## src/rtl/wb_pkg.sv

```systemverilog
// Shared ISA constants and decode helpers for the W-stage write logic.
package wb_pkg;

    localparam logic [4:0] OP_R      = 5'b00000;
    localparam logic [4:0] OP_ADDI   = 5'b00101;
    localparam logic [4:0] OP_LW     = 5'b01000;
    localparam logic [4:0] OP_JAL    = 5'b00011;
    localparam logic [4:0] OP_SETX   = 5'b10101;
    localparam logic [4:0] OP_CUSTOM = 5'b01100;

    localparam logic [4:0] ALU_MUL = 5'b00110;
    localparam logic [4:0] ALU_DIV = 5'b00111;

    // mul/div results come back through the tag FIFO, never at W.
    function automatic logic is_pipe_write(input logic [31:0] insn);
        logic [4:0] op;
        logic [4:0] alu;
        op  = insn[31:27];
        alu = insn[6:2];
        case (op)
            OP_R:                                     return (alu != ALU_MUL) && (alu != ALU_DIV);
            OP_ADDI, OP_LW, OP_JAL, OP_SETX, OP_CUSTOM: return 1'b1;
            default:                                  return 1'b0;
        endcase
    endfunction

endpackage

```

## src/rtl/md_tag_fifo.sv

```systemverilog
// Circular FIFO of pending multdiv destinations; each entry can be killed by a younger
// in-order write to the same register.
module md_tag_fifo #(
    parameter int MD_DEPTH = 2,
    parameter int REG_AW   = 5
) (
    input  logic              clock,
    input  logic              reset,
    input  logic              push,
    input  logic [REG_AW-1:0] push_rd,
    input  logic              pop,
    input  logic              kill,
    input  logic [REG_AW-1:0] kill_rd,
    output logic [REG_AW-1:0] head_rd,
    output logic              head_live,
    output logic              full,
    output logic              error
);

    localparam int PW = (MD_DEPTH > 1) ? $clog2(MD_DEPTH) : 1;
    localparam int CW = $clog2(MD_DEPTH + 1);

    logic [REG_AW-1:0]   rd_mem [MD_DEPTH];
    logic [MD_DEPTH-1:0] live_mem;
    logic [PW-1:0]       rd_ptr;
    logic [PW-1:0]       wr_ptr;
    logic [CW-1:0]       count;
    logic                empty;
    logic                do_push;
    logic                do_pop;

    function automatic logic [PW-1:0] next_ptr(input logic [PW-1:0] p);
        return (p == PW'(MD_DEPTH - 1)) ? '0 : p + PW'(1);
    endfunction

    assign full      = (count == CW'(MD_DEPTH));
    assign empty     = (count == '0);
    assign do_pop    = pop & ~empty;
    // A pop in the same cycle frees the slot, so push+pop is legal when full.
    assign do_push   = push & (~full | do_pop);
    assign head_rd   = rd_mem[rd_ptr];
    assign head_live = live_mem[rd_ptr] & ~empty;

    always_ff @(posedge clock or posedge reset) begin
        if (reset) begin
            rd_ptr   <= '0;
            wr_ptr   <= '0;
            count    <= '0;
            live_mem <= '0;
            error    <= 1'b0;
            for (int i = 0; i < MD_DEPTH; i++) rd_mem[i] <= '0;
        end else begin
            if (kill) begin
                for (int i = 0; i < MD_DEPTH; i++) begin
                    if (rd_mem[i] == kill_rd) live_mem[i] <= 1'b0;
                end
            end
            // Written after the kill loop so a same-cycle push stays live.
            if (do_push) begin
                rd_mem[wr_ptr]   <= push_rd;
                live_mem[wr_ptr] <= 1'b1;
                wr_ptr           <= next_ptr(wr_ptr);
            end
            if (do_pop) rd_ptr <= next_ptr(rd_ptr);
            case ({do_push, do_pop})
                2'b10:   count <= count + CW'(1);
                2'b01:   count <= count - CW'(1);
                default: count <= count;
            endcase
            if ((push & ~do_push) | (pop & empty)) error <= 1'b1;
        end
    end

endmodule

```

## src/rtl/writeback_unit.sv

```systemverilog
// Regfile write-port arbiter: multdiv completions win over in-order W results,
// which are stalled and retried. Outputs are registered.
module writeback_unit
    import wb_pkg::*;
#(
    parameter int DATA_W     = 32,
    parameter int REG_AW     = 5,
    parameter int MD_DEPTH   = 2,
    parameter int LINK_REG   = 31,
    parameter int STATUS_REG = 30
) (
    input  logic              clock,
    input  logic              reset,
    input  logic              wb_valid,
    input  logic [31:0]       insn_in,
    input  logic [DATA_W-1:0] o_in,
    input  logic [DATA_W-1:0] d_in,
    input  logic              write_exception,
    input  logic              md_issue,
    input  logic [REG_AW-1:0] md_issue_rd,
    input  logic              md_rdy,
    input  logic [DATA_W-1:0] md_result,
    output logic              ctrl_writeEnable,
    output logic [REG_AW-1:0] ctrl_writeReg,
    output logic [DATA_W-1:0] data_writeReg,
    output logic              wb_stall,
    output logic              md_full,
    output logic              md_error
);

    logic [4:0]        opcode;
    logic              pw;
    logic              cw;
    logic              accept_pw;
    logic [REG_AW-1:0] pw_rd;
    logic [DATA_W-1:0] pw_data;
    logic [REG_AW-1:0] head_rd;
    logic              head_live;
    logic              unused_insn;

    assign opcode      = insn_in[31:27];
    assign unused_insn = ^{insn_in[21:7], insn_in[1:0]};

    assign pw = wb_valid & is_pipe_write(insn_in);

    always_comb begin
        pw_rd = REG_AW'(insn_in[26:22]);
        if (opcode == OP_JAL)                            pw_rd = REG_AW'(LINK_REG);
        else if ((opcode == OP_SETX) || write_exception) pw_rd = REG_AW'(STATUS_REG);
    end

    assign pw_data   = (opcode == OP_LW) ? d_in : o_in;
    assign cw        = md_rdy & head_live;
    assign wb_stall  = pw & cw;
    assign accept_pw = pw & ~cw;

    md_tag_fifo #(
        .MD_DEPTH (MD_DEPTH),
        .REG_AW   (REG_AW)
    ) u_fifo (
        .clock     (clock),
        .reset     (reset),
        .push      (md_issue),
        .push_rd   (md_issue_rd),
        .pop       (md_rdy),
        .kill      (accept_pw & (pw_rd != '0)),
        .kill_rd   (pw_rd),
        .head_rd   (head_rd),
        .head_live (head_live),
        .full      (md_full),
        .error     (md_error)
    );

    always_ff @(posedge clock or posedge reset) begin
        if (reset) begin
            ctrl_writeEnable <= 1'b0;
            ctrl_writeReg    <= '0;
            data_writeReg    <= '0;
        end else if (cw) begin
            ctrl_writeEnable <= (head_rd != '0);
            ctrl_writeReg    <= head_rd;
            data_writeReg    <= md_result;
        end else if (pw) begin
            ctrl_writeEnable <= (pw_rd != '0);
            ctrl_writeReg    <= pw_rd;
            data_writeReg    <= pw_data;
        end else begin
            ctrl_writeEnable <= 1'b0;
        end
    end

endmodule
```

## config.mk

```make
export PLATFORM = sky130hd
export DESIGN_NAME = writeback_unit
export DESIGN_NICKNAME = d
export VERILOG_FILES = /design/src/rtl/wb_pkg.sv /design/src/rtl/md_tag_fifo.sv /design/src/rtl/writeback_unit.sv
export SDC_FILE = /design/constraint.sdc
export NUM_CORES = 1
export LEC_CHECK = 0
export ABC_AREA = 1
export CORE_UTILIZATION = 38
export CTS_BUF_LIST = sky130_fd_sc_hd__clkbuf_4
export DETAILED_ROUTE_END_ITERATION = 7
export PLACE_DENSITY = 0.75
export RECOVER_POWER = 25
export SKIP_CTS_REPAIR_TIMING = 1
export SLEW_MARGIN = 20
export SYNTH_ARGS = -nofsm -noshare
export SYNTH_HDL_FRONTEND = slang
export SYNTH_HIERARCHICAL = 1
export SYNTH_SLANG_ARGS = --single-unit
```

## constraint.sdc

```tcl
create_clock -name clock -period 1.88 [get_ports clock]
set_input_delay 0.188 -clock clock [delete_from_list [all_inputs] [get_ports clock]]
set_output_delay 0.188 -clock clock [all_outputs]
set_load 0.05 [all_outputs]
```

==> flow_metrics.tcl <==
set metrics [dict create \
    ant_nets 0 \
    num_antenna_cells 0 \
    cts_buffers 5 \
    routed_via_density 4.90 \
    fin_hold_ws_ps 350 \
    path_cells "inv_1 -> nand2_2 -> o21ai_0 -> nor2_1 -> nand2_2 -> buf_12 -> nor2_4 -> buf_12" \
    cts_htree_levels 2 \
    dp.cells 881 \
    overflow 0 \
    yosys_warnings 6 \
    insertion_delay_ps 370 \
    setup_viol 0 \
    r2r_cells 13 \
    vdd_drop_max_mv 0.688 \
    fin_crit_sh_pct 95.4 \
    final_common_cell "nand2_1" \
    worstPathArrival_ps 1610 \
    syn_avg_cell_area_sq_um 6.28 \
    register_area_sq_um 1380 \
    syn_nets 736 \
    core_area_sq_um 9420 \
    post-route-min-period_ps 1790 \
    cts_tree "yes" \
    slowest_delay_ps 400 \
    finalNonFillerCells 899 \
    dp_hpwl_microns 9320 \
    hold_violations 0 \
    critical-path-slowest-cell "dfrtp_1" \
    fin_util_pct 61.6 \
    status "complete, no violations" \
    max_freq_ghz 0.557 \
    path_class "reg2out" \
    multi_input_area_sq_um 1870 \
    io-pin-count 180 \
    dpl_worst_slack_ps -117 \
    grt_pass1_vias 4230 \
    dieHeight_microns 101 \
    nNetsFinal 908 \
    clk_transition_reported_paths_ps 160 \
    fillers 852 \
    tns_ps 0 \
    wirelength_microns 12200 \
    muxShareOfSynthArea_pct 0 \
    start_kind "flip-flop" \
    netlist_instances 597 \
    synth_fa_ha_area_share_pct 0 \
    layout-drive-gt1-share_pct 8.83 \
    grt_max_degree 39 \
    detail_route.wl_per_cell_microns 13.6 \
    synth.cell_area_sq_um 3750 \
    final_cell_mix "nand2_1 (234), clkdlybuf4s50_1 (154), inv_1 (91)" \
    finalClockSkew_ps 13.1 \
    dr.pass1.iters 5 \
    fin_ws_ps 86.2 \
    place_congestion 0.833 \
    rsz0062_at_grt "no" \
    power.density_nw_per_um2 1280 \
    place_area_sq_um 5620 \
    finalPower_mw 7.45 \
    drv_cap 0 \
    grt_usage_pct 23.9 \
    drt_iter0_drc 236 \
    start_util_pct 39.8 \
    drv_slew 0 \
    ctsLongestPathBuffers 2 \
    cp.required_ps 1690 \
    synth-xor-area-share_pct 0.700 \
    rows 35 \
    ys_ff_latch 55 \
    hold_class "in2async" \
    grt_pass1_wl_microns 19600 \
    ys_seq_area_share_pct 36.7 \
    post-route-cell-area_sq_um 5800 \
    vias 4401 \
    crit_fanout 4 \
    synthSimpleGateAreaFrac_pct 44.7 \
    synth_compound_area_share_pct 3.97 \
    syn_to_final_growth_pct 54.6 \
    port_buffers 161 \
    synth_top_family_by_area "simple AND/OR/NAND/NOR gates" \
    antenna_found_initial 0 \
    endpoint_kind "output pin" \
    clock-sinks 55 \
    drc 0 \
    dieArea_sq_um 10300 \
    p_leak_nw 3.11 \
    root_buffer "clkbuf_4" \
    fp.dieW_microns 101 \
    max_slew_margin_pct 38.2 \
    synthDistinctLibCells 24 \
    worst_slew_pin_slew_ps 927 \
]
[worst max-delay path: cells and delay by family, from the launching register on]
family / cells / cell delay, ps
simple gates: 4 / 410
flops: 1 / 400
buf+inv: 3 / 360
compound gates: 1 / 70
[final timing paths]
kind                                               from                       endpoint  slack (ps)
min in group clock                       md_issue_rd[4]   u_fifo/rd_mem[9]$_DFFE_PP0P_         370
setup reg to reg            u_fifo/count[0]$_DFFE_PP0P_   u_fifo/live_mem[1]$_DFF_PP0_         180
hold reg to reg            u_fifo/live_mem[0]$_DFF_PP0_   u_fifo/live_mem[0]$_DFF_PP0_         520
setup / recovery            u_fifo/count[0]$_DFFE_PP0P_                       wb_stall          90
max in group asynchronous                         reset  data_writeReg[29]$_DFFE_PP0P_         760
hold / removal                                    reset   u_fifo/rd_mem[8]$_DFFE_PP0P_         350
[cell type report]
class | count | share of cell area (%)
multi-input combinational | 415 | 32.3
clock inverter | 3 | 0.345
sequential | 55 | 23.8
clock buffer | 5 | 0.647
timing repair buffer | 198 | 34.1
tap | 129 | 2.78
inverter | 94 | 6.08
[synthesized netlist by cell type, drive strengths merged]
library cell	instances	area share [%]
nand2	240	24
clkbuf	9	0.90
o21ai	22	3.4
dfrtp	55	37
or2	1	0.23
a31oi	2	0.33
nor3	2	0.27
buf	24	3.6
nor2	25	2.8
nand3b	1	0.20
nand3	81	11
nor4	1	0.17
o21a	1	0.20
nand4	36	6.0
xor2	3	0.70
inv	94	9.4
[power breakdown]
| group | internal [mW] | total [mW] | switching [mW] |
|---|---|---|---|
| Combinational | 1.78 | 4.84 | 3.06 |
| Sequential | 1.72 | 2.09 | 0.375 |
| Clock | 0.145 | 0.511 | 0.366 |
| Total | 3.64 | 7.45 | 3.80 |
[per-layer routing]
| metal | vias up | wire length (microns) | track usage, % | share of wire [%] |
|---|---|---|---|---|
| met3 | 12 | 923 | 5.52 | 7.6 |
| li1 | 2206 | - | - | - |
| met2 | 157 | 6230 | 45.0 | 51 |
| met4 | 0 | 170 | 5.80 | 1.4 |
| met1 | 2026 | 4860 | 27.0 | 40 |
| met5 | - | 0 | 0 | 0 |
[flip-flops by register name (all words and copies together), names as in the netlist]
register	cells
ctrl_writeEnable	1
ctrl_writeReg	5
data_writeReg	32
u_fifo/count	2
u_fifo/error	1
u_fifo/live_mem	2
u_fifo/rd_mem	10
u_fifo/rd_ptr	1
u_fifo/wr_ptr	1
[cells by family after synthesis]
logic type | after synthesis
buf+inv | 127
flops | 55
simple gates | 387
xor+xnor | 3
compound gates | 25
No activity file was read; power rests on OpenSTA's default activity.
